`config.mk`:
```
export PLATFORM = sky130hd
export DESIGN_NAME = btn_conditioner
export DESIGN_NICKNAME = d
export VERILOG_FILES = /design/src/rtl/stopwatch_pkg.sv /design/src/rtl/btn_debounce.sv /design/src/rtl/btn_conditioner.sv
export SDC_FILE = /design/constraint.sdc
export NUM_CORES = 1
export LEC_CHECK = 0
export ABC_AREA = 1
export CAP_MARGIN = 30
export CORE_MARGIN = 2
export CORE_UTILIZATION = 35
export CTS_CLUSTER_SIZE = 25
export DETAILED_ROUTE_END_ITERATION = 16
export PLACE_DENSITY_LB_ADDON = 0.08
export SYNTH_ARGS = -nofsm -noshare
export SYNTH_HDL_FRONTEND = slang
export SYNTH_SLANG_ARGS = --single-unit
```
`constraint.sdc`:
```
create_clock -name clk_100Hz -period 2.8 [get_ports clk_100Hz]
set_clock_uncertainty 0.05 [all_clocks]
set_input_delay 0.84 -clock clk_100Hz [delete_from_list [all_inputs] [get_ports clk_100Hz]]
set_output_delay 0.84 -clock clk_100Hz [all_outputs]
set_load 0.02 [all_outputs]
```
`src/rtl/stopwatch_pkg.sv`:
```
// Shared constants for the stopwatch front end: repeat-FSM encoding, input indices and
// default debounce/repeat timing in 100 Hz ticks.
package stopwatch_pkg;

    localparam logic [1:0] RPT_IDLE   = 2'b00;
    localparam logic [1:0] RPT_DELAY  = 2'b01;
    localparam logic [1:0] RPT_REPEAT = 2'b10;

    typedef enum logic [1:0] {
        RptIdle   = RPT_IDLE,
        RptDelay  = RPT_DELAY,
        RptRepeat = RPT_REPEAT
    } rpt_state_e;

    localparam int unsigned DEF_DEBOUNCE_TICKS = 3;
    localparam int unsigned DEF_REPEAT_DELAY   = 50;
    localparam int unsigned DEF_REPEAT_RATE    = 10;

    localparam int unsigned NUM_INPUTS = 5;
    localparam int unsigned IDX_START  = 0;
    localparam int unsigned IDX_STOP   = 1;
    localparam int unsigned IDX_MIN    = 2;
    localparam int unsigned IDX_HOUR   = 3;
    localparam int unsigned IDX_MODE   = 4;

    // Bits needed to hold 0..max_count, never less than one.
    function automatic int unsigned cnt_width(input int unsigned max_count);
        return (max_count < 1) ? 1 : $clog2(max_count + 1);
    endfunction

endpackage

```
`src/rtl/btn_debounce.sv`:
```
// Two-flop synchroniser plus counting debouncer for one raw input; rise is a registered
// one-cycle pulse on a debounced 0->1 change.
module btn_debounce
    import stopwatch_pkg::*;
#(
    parameter int unsigned DEBOUNCE_TICKS = DEF_DEBOUNCE_TICKS
) (
    input  logic clk_100Hz,
    input  logic rst,
    input  logic raw,
    output logic level,
    output logic rise
);

    localparam int unsigned CW = cnt_width(DEBOUNCE_TICKS - 1);
    localparam logic [CW-1:0] TERM = CW'(DEBOUNCE_TICKS - 1);

    logic [1:0]    r_sync;
    logic [CW-1:0] r_cnt;
    logic          r_level;
    logic          r_rise;

    always_ff @(posedge clk_100Hz or posedge rst) begin
        if (rst) begin
            r_sync  <= 2'b00;
            r_cnt   <= '0;
            r_level <= 1'b0;
            r_rise  <= 1'b0;
        end else begin
            r_sync <= {r_sync[0], raw};
            r_rise <= 1'b0;
            if (r_sync[1] == r_level) begin
                r_cnt <= '0;
            end else if (r_cnt == TERM) begin
                r_level <= ~r_level;
                r_rise  <= ~r_level;
                r_cnt   <= '0;
            end else begin
                r_cnt <= r_cnt + 1'b1;
            end
        end
    end

    assign level = r_level;
    assign rise  = r_rise;

endmodule

```
`src/rtl/btn_conditioner.sv`:
```
// Stopwatch input conditioner: debounces five inputs, arbitrates start/stop and, when
// BTN_AUTOREPEAT_EN is defined, auto-repeats the minute/hour adjust pulses while held.
module btn_conditioner
    import stopwatch_pkg::*;
#(
    parameter int unsigned DEBOUNCE_TICKS = DEF_DEBOUNCE_TICKS,
    parameter int unsigned REPEAT_DELAY   = DEF_REPEAT_DELAY,
    parameter int unsigned REPEAT_RATE    = DEF_REPEAT_RATE
) (
    input  logic clk_100Hz,
    input  logic rst,
    input  logic btn_start_raw,
    input  logic btn_stop_raw,
    input  logic btn_min_raw,
    input  logic btn_hour_raw,
    input  logic sw_mode_raw,
    output logic start,
    output logic stop,
    output logic min_inc,
    output logic hour_inc,
    output logic countdown_mode
);

    logic [NUM_INPUTS-1:0] w_raw;
    logic [NUM_INPUTS-1:0] w_level;
    logic [NUM_INPUTS-1:0] w_rise;
    logic [1:0]            w_adj;
    logic                  w_unused;

    assign w_raw = {sw_mode_raw, btn_hour_raw, btn_min_raw, btn_stop_raw, btn_start_raw};

    for (genvar gi = 0; gi < NUM_INPUTS; gi++) begin : g_db
        btn_debounce #(
            .DEBOUNCE_TICKS(DEBOUNCE_TICKS)
        ) u_db (
            .clk_100Hz(clk_100Hz),
            .rst      (rst),
            .raw      (w_raw[gi]),
            .level    (w_level[gi]),
            .rise     (w_rise[gi])
        );
    end

    // Stop wins a same-cycle collision; the start press is simply lost.
    assign stop           = w_rise[IDX_STOP];
    assign start          = w_rise[IDX_START] & ~w_rise[IDX_STOP];
    assign countdown_mode = w_level[IDX_MODE];

`ifdef BTN_AUTOREPEAT_EN
    localparam int unsigned RPT_MAX = (REPEAT_DELAY > REPEAT_RATE) ? REPEAT_DELAY : REPEAT_RATE;
    localparam int unsigned RW = cnt_width(RPT_MAX - 1);
    localparam logic [RW-1:0] DLY_TERM  = RW'(REPEAT_DELAY - 1);
    localparam logic [RW-1:0] RATE_TERM = RW'(REPEAT_RATE - 1);

    for (genvar ga = 0; ga < 2; ga++) begin : g_rpt
        localparam int unsigned IDX = IDX_MIN + ga;

        rpt_state_e    r_state;
        logic [RW-1:0] r_rcnt;
        logic          w_pulse;

        always_ff @(posedge clk_100Hz or posedge rst) begin
            if (rst) begin
                r_state <= RptIdle;
                r_rcnt  <= '0;
            end else if (!w_level[IDX]) begin
                r_state <= RptIdle;
                r_rcnt  <= '0;
            end else begin
                case (r_state)
                    RptIdle: begin
                        if (w_rise[IDX]) begin
                            r_state <= RptDelay;
                            r_rcnt  <= '0;
                        end
                    end
                    RptDelay: begin
                        if (r_rcnt == DLY_TERM) begin
                            r_state <= RptRepeat;
                            r_rcnt  <= '0;
                        end else begin
                            r_rcnt <= r_rcnt + 1'b1;
                        end
                    end
                    RptRepeat: begin
                        if (r_rcnt == RATE_TERM) r_rcnt <= '0;
                        else                     r_rcnt <= r_rcnt + 1'b1;
                    end
                    default: begin
                        r_state <= RptIdle;
                        r_rcnt  <= '0;
                    end
                endcase
            end
        end

        // Decoded purely from flops; a debounced release masks any pulse due that cycle.
        always_comb begin
            w_pulse = 1'b0;
            if (w_level[IDX]) begin
                case (r_state)
                    RptIdle:   w_pulse = w_rise[IDX];
                    RptDelay:  w_pulse = (r_rcnt == DLY_TERM);
                    RptRepeat: w_pulse = (r_rcnt == RATE_TERM);
                    default:   w_pulse = 1'b0;
                endcase
            end
        end

        assign w_adj[ga] = w_pulse;
    end

    assign w_unused = ^{w_level[IDX_START], w_level[IDX_STOP], w_rise[IDX_MODE]};
`else
    assign w_adj    = w_rise[IDX_HOUR:IDX_MIN];
    assign w_unused = ^{w_level[IDX_HOUR:IDX_START], w_rise[IDX_MODE],
                        32'(REPEAT_DELAY), 32'(REPEAT_RATE)};
`endif

    assign min_inc  = w_adj[0];
    assign hour_inc = w_adj[1];

endmodule

```
==> flow_metrics.tcl <==
set metrics [dict create \
    place_hpwl_um 1040 \
    synth_compound_area_share_pct 5.81 \
    synthFlopType "dfrtp_1" \
    status "complete, no violations" \
    start_util_pct 37.2 \
    syn2layout_area_growth_pct 19.9 \
    crit_type "flip-flop to output port" \
    path_buf_inv 1 \
    wire_per_inst_um 9.01 \
    syn_avg_cell_area_um2 9.94 \
    worstSkewPairLatency_ns 0.30 \
    rsz0062_at_grt "false" \
    via_per_inst 4.39 \
    root_buffer "clkbuf_4" \
    cp.arrival_ns 1.38 \
    synthMuxAreaShare_pct 0 \
    drive_above_1_share_pct 11.3 \
    cellPowerDensity_nw_per_um2 875 \
    vias 681 \
    synth-edff-count 0 \
    port-buffer-count 11 \
    die_w_um 58.3 \
    final_cells 155 \
    period_needed_ns 2.27 \
    post-synth-top-area-fraction_pct 70.2 \
    cts_setup_buffers 0 \
    crit_slowest_cell "clkdlybuf4s50_1" \
    hold_path.class "flip-flop to flip-flop" \
    synthTopCellsByCount "dfrtp_1, nand2_1, inv_1, a21oi_1, nor2_1" \
    synth_seq_cells 29 \
    coreArea_um2 2780 \
    ys_seq_area_share_pct 70.2 \
    placed_cells 147 \
    synthArstFlopShare_pct 100 \
    synthSimpleGateAreaFrac_pct 15.6 \
    synthCells 104 \
    drc 0 \
    grt-ovfl-total 0 \
    grt_pass1_wl_um 2500 \
    synth.most_common_cell "dfrtp_1" \
    synth_cell_types 9 \
    grtUsageTotal_pct 10.6 \
    leakagePower_nw 0.631 \
    cp-end-kind "output port" \
    h-tree-depth 2 \
    antenna_found_initial 0 \
    first_pass_iters 4 \
    synth_area_um2 1030 \
    antenna_cells 0 \
    multi_input_area_um2 221 \
    slew_violations 0 \
    relSlewSlack_pct 72.1 \
    setup_violations 0 \
    crit_chain "nor2_1 -> clkdlybuf4s50_1" \
    critPathTopFamily "buffers and inverters" \
    cts_buffers 5 \
    synth_top_family_by_area "simple AND/OR/NAND/NOR gates" \
    clkSinkCount 29 \
    ctsHoldBuffers 0 \
    pin_count 12 \
    cts.clk_slew.worst_paths_ns 0.08 \
    cts_buffer_depth 2 \
    grt_pass1_vias 593 \
    cts_tree "done" \
    finalSetupTns_ns 0 \
    num-fill-cells 272 \
    ant_nets 0 \
    cp_max_fo 2 \
    drt_iter0_markers 19 \
    maxCapViolations 0 \
    regArea_um2 726 \
    dieHeight_um 58.3 \
    fin_nets 130 \
    gp_congestion 0.735 \
    synth-adder-area-share_pct 0 \
    ys_warn_count 0 \
    finalHoldViolations 0 \
    post_cts_resize_count 0 \
    num_rows 19 \
    synthesis.nets 111 \
    fin_crit_sh_pct 80.9 \
    synthTopCellsByArea "dfrtp_1, nand2_1, inv_1, a21oi_1, nor2_1" \
    worst_slew_pin_slew_ns 0.418 \
    max_stage_delay_ns 0.60 \
    fmax_ghz 0.441 \
    synth.largest_area_cell "dfrtp_1" \
    cp-start-kind "flip-flop" \
    cp.required_ns 1.91 \
    synth_xor_area_share_pct 0 \
    grt_start_max_net_pins 19 \
    routed_wl_um 1400 \
    vdd_drop_max_mv 0.528 \
    die_area_um2 3400 \
]
layout make-up:
type / count / share of cell area (%)
sequential: 29 / 58.6
multi-input combinational: 52 / 17.9
timing repair buffer: 12 / 9.49
inverter: 23 / 6.97
clock buffer: 8 / 3.94
tap: 31 / 3.13
flip-flops by register name, indices dropped and copies added (netlist names):
signal and count:
g_db.u_db.r_cnt 10, g_db.u_db.level 5, g_db.u_db.rise 4, g_db.u_db.r_sync 10
final timing paths:
| check | start | end | slack [ns] | cells after the start |
|---|---|---|---|---|
| max | g_db[1].u_db.rise$_DFF_PP0_ | start | 0.53 | 2 |
| min | g_db[2].u_db.r_sync[0]$_DFF_PP0_ | g_db[2].u_db.r_sync[1]$_DFF_PP0_ | 0.30 | 0 |
| max reg2reg | g_db[0].u_db.r_cnt[0]$_DFF_PP0_ | g_db[0].u_db.level$_DFFE_PP0P_ | 1.96 | 4 |
| min reg2reg | g_db[2].u_db.r_sync[0]$_DFF_PP0_ | g_db[2].u_db.r_sync[1]$_DFF_PP0_ | 0.30 | 0 |
| max in group asynchronous | rst | g_db[3].u_db.r_cnt[0]$_DFF_PP0_ | 1.35 | 3 |
| min in group asynchronous | rst | g_db[2].u_db.level$_DFFE_PP0P_ | 0.77 | 2 |
per-stage QoR:
stage	hold slack, ns	setup slack (ns)	area [µm²]	power (mW)	utilization, %
after floorplan	0.281	1.15	1030	0.791	-
after global placement	0.282	0.861	1190	0.861	42.8
after detailed placement	0.286	0.856	1190	0.876	42.8
after CTS	0.307	0.504	1240	1.11	44.5
after global routing	0.319	0.440	1240	1.19	44.5
final	0.302	0.534	1240	1.08	44.5
cell families after synthesis:
group	Yosys count
flip-flops	29
AND/OR/NAND/NOR	40
buffers and inverters	23
AO/OA/AOI/OAI	12
power breakdown:
group	switching (mW)	total (mW)	internal, mW
combinational	0.166	0.281	0.115
sequential	0.0608	0.582	0.521
clock	0.122	0.222	0.0999
cells in the final DEF (no fill, tap or decap):
master | Yosys | layout
clkbuf_4 | 0 | 5
inv_1 | 19 | 19
o21ai_1 | 4 | 4
nand2_1 | 28 | 28
a21oi_1 | 8 | 8
nor2_1 | 7 | 7
clkbuf_1 | 0 | 3
dfrtp_1 | 29 | 29
inv_2 | 4 | 4
nand2_2 | 4 | 4
buf_4 | 0 | 1
nand3_1 | 1 | 1
clkdlybuf4s50_1 | 0 | 11
routing by layer:
layer	global-route usage, %	up-vias	share of wire, %	wire (µm)
met1	12.8	312	46	642
met5	0	-	0	0
li1	-	346	-	-
met4	8.97	0	3.7	51
met3	5.27	7	6.4	89
met2	14.1	16	44	614
Note: power is estimated with default switching activity, not from simulation.
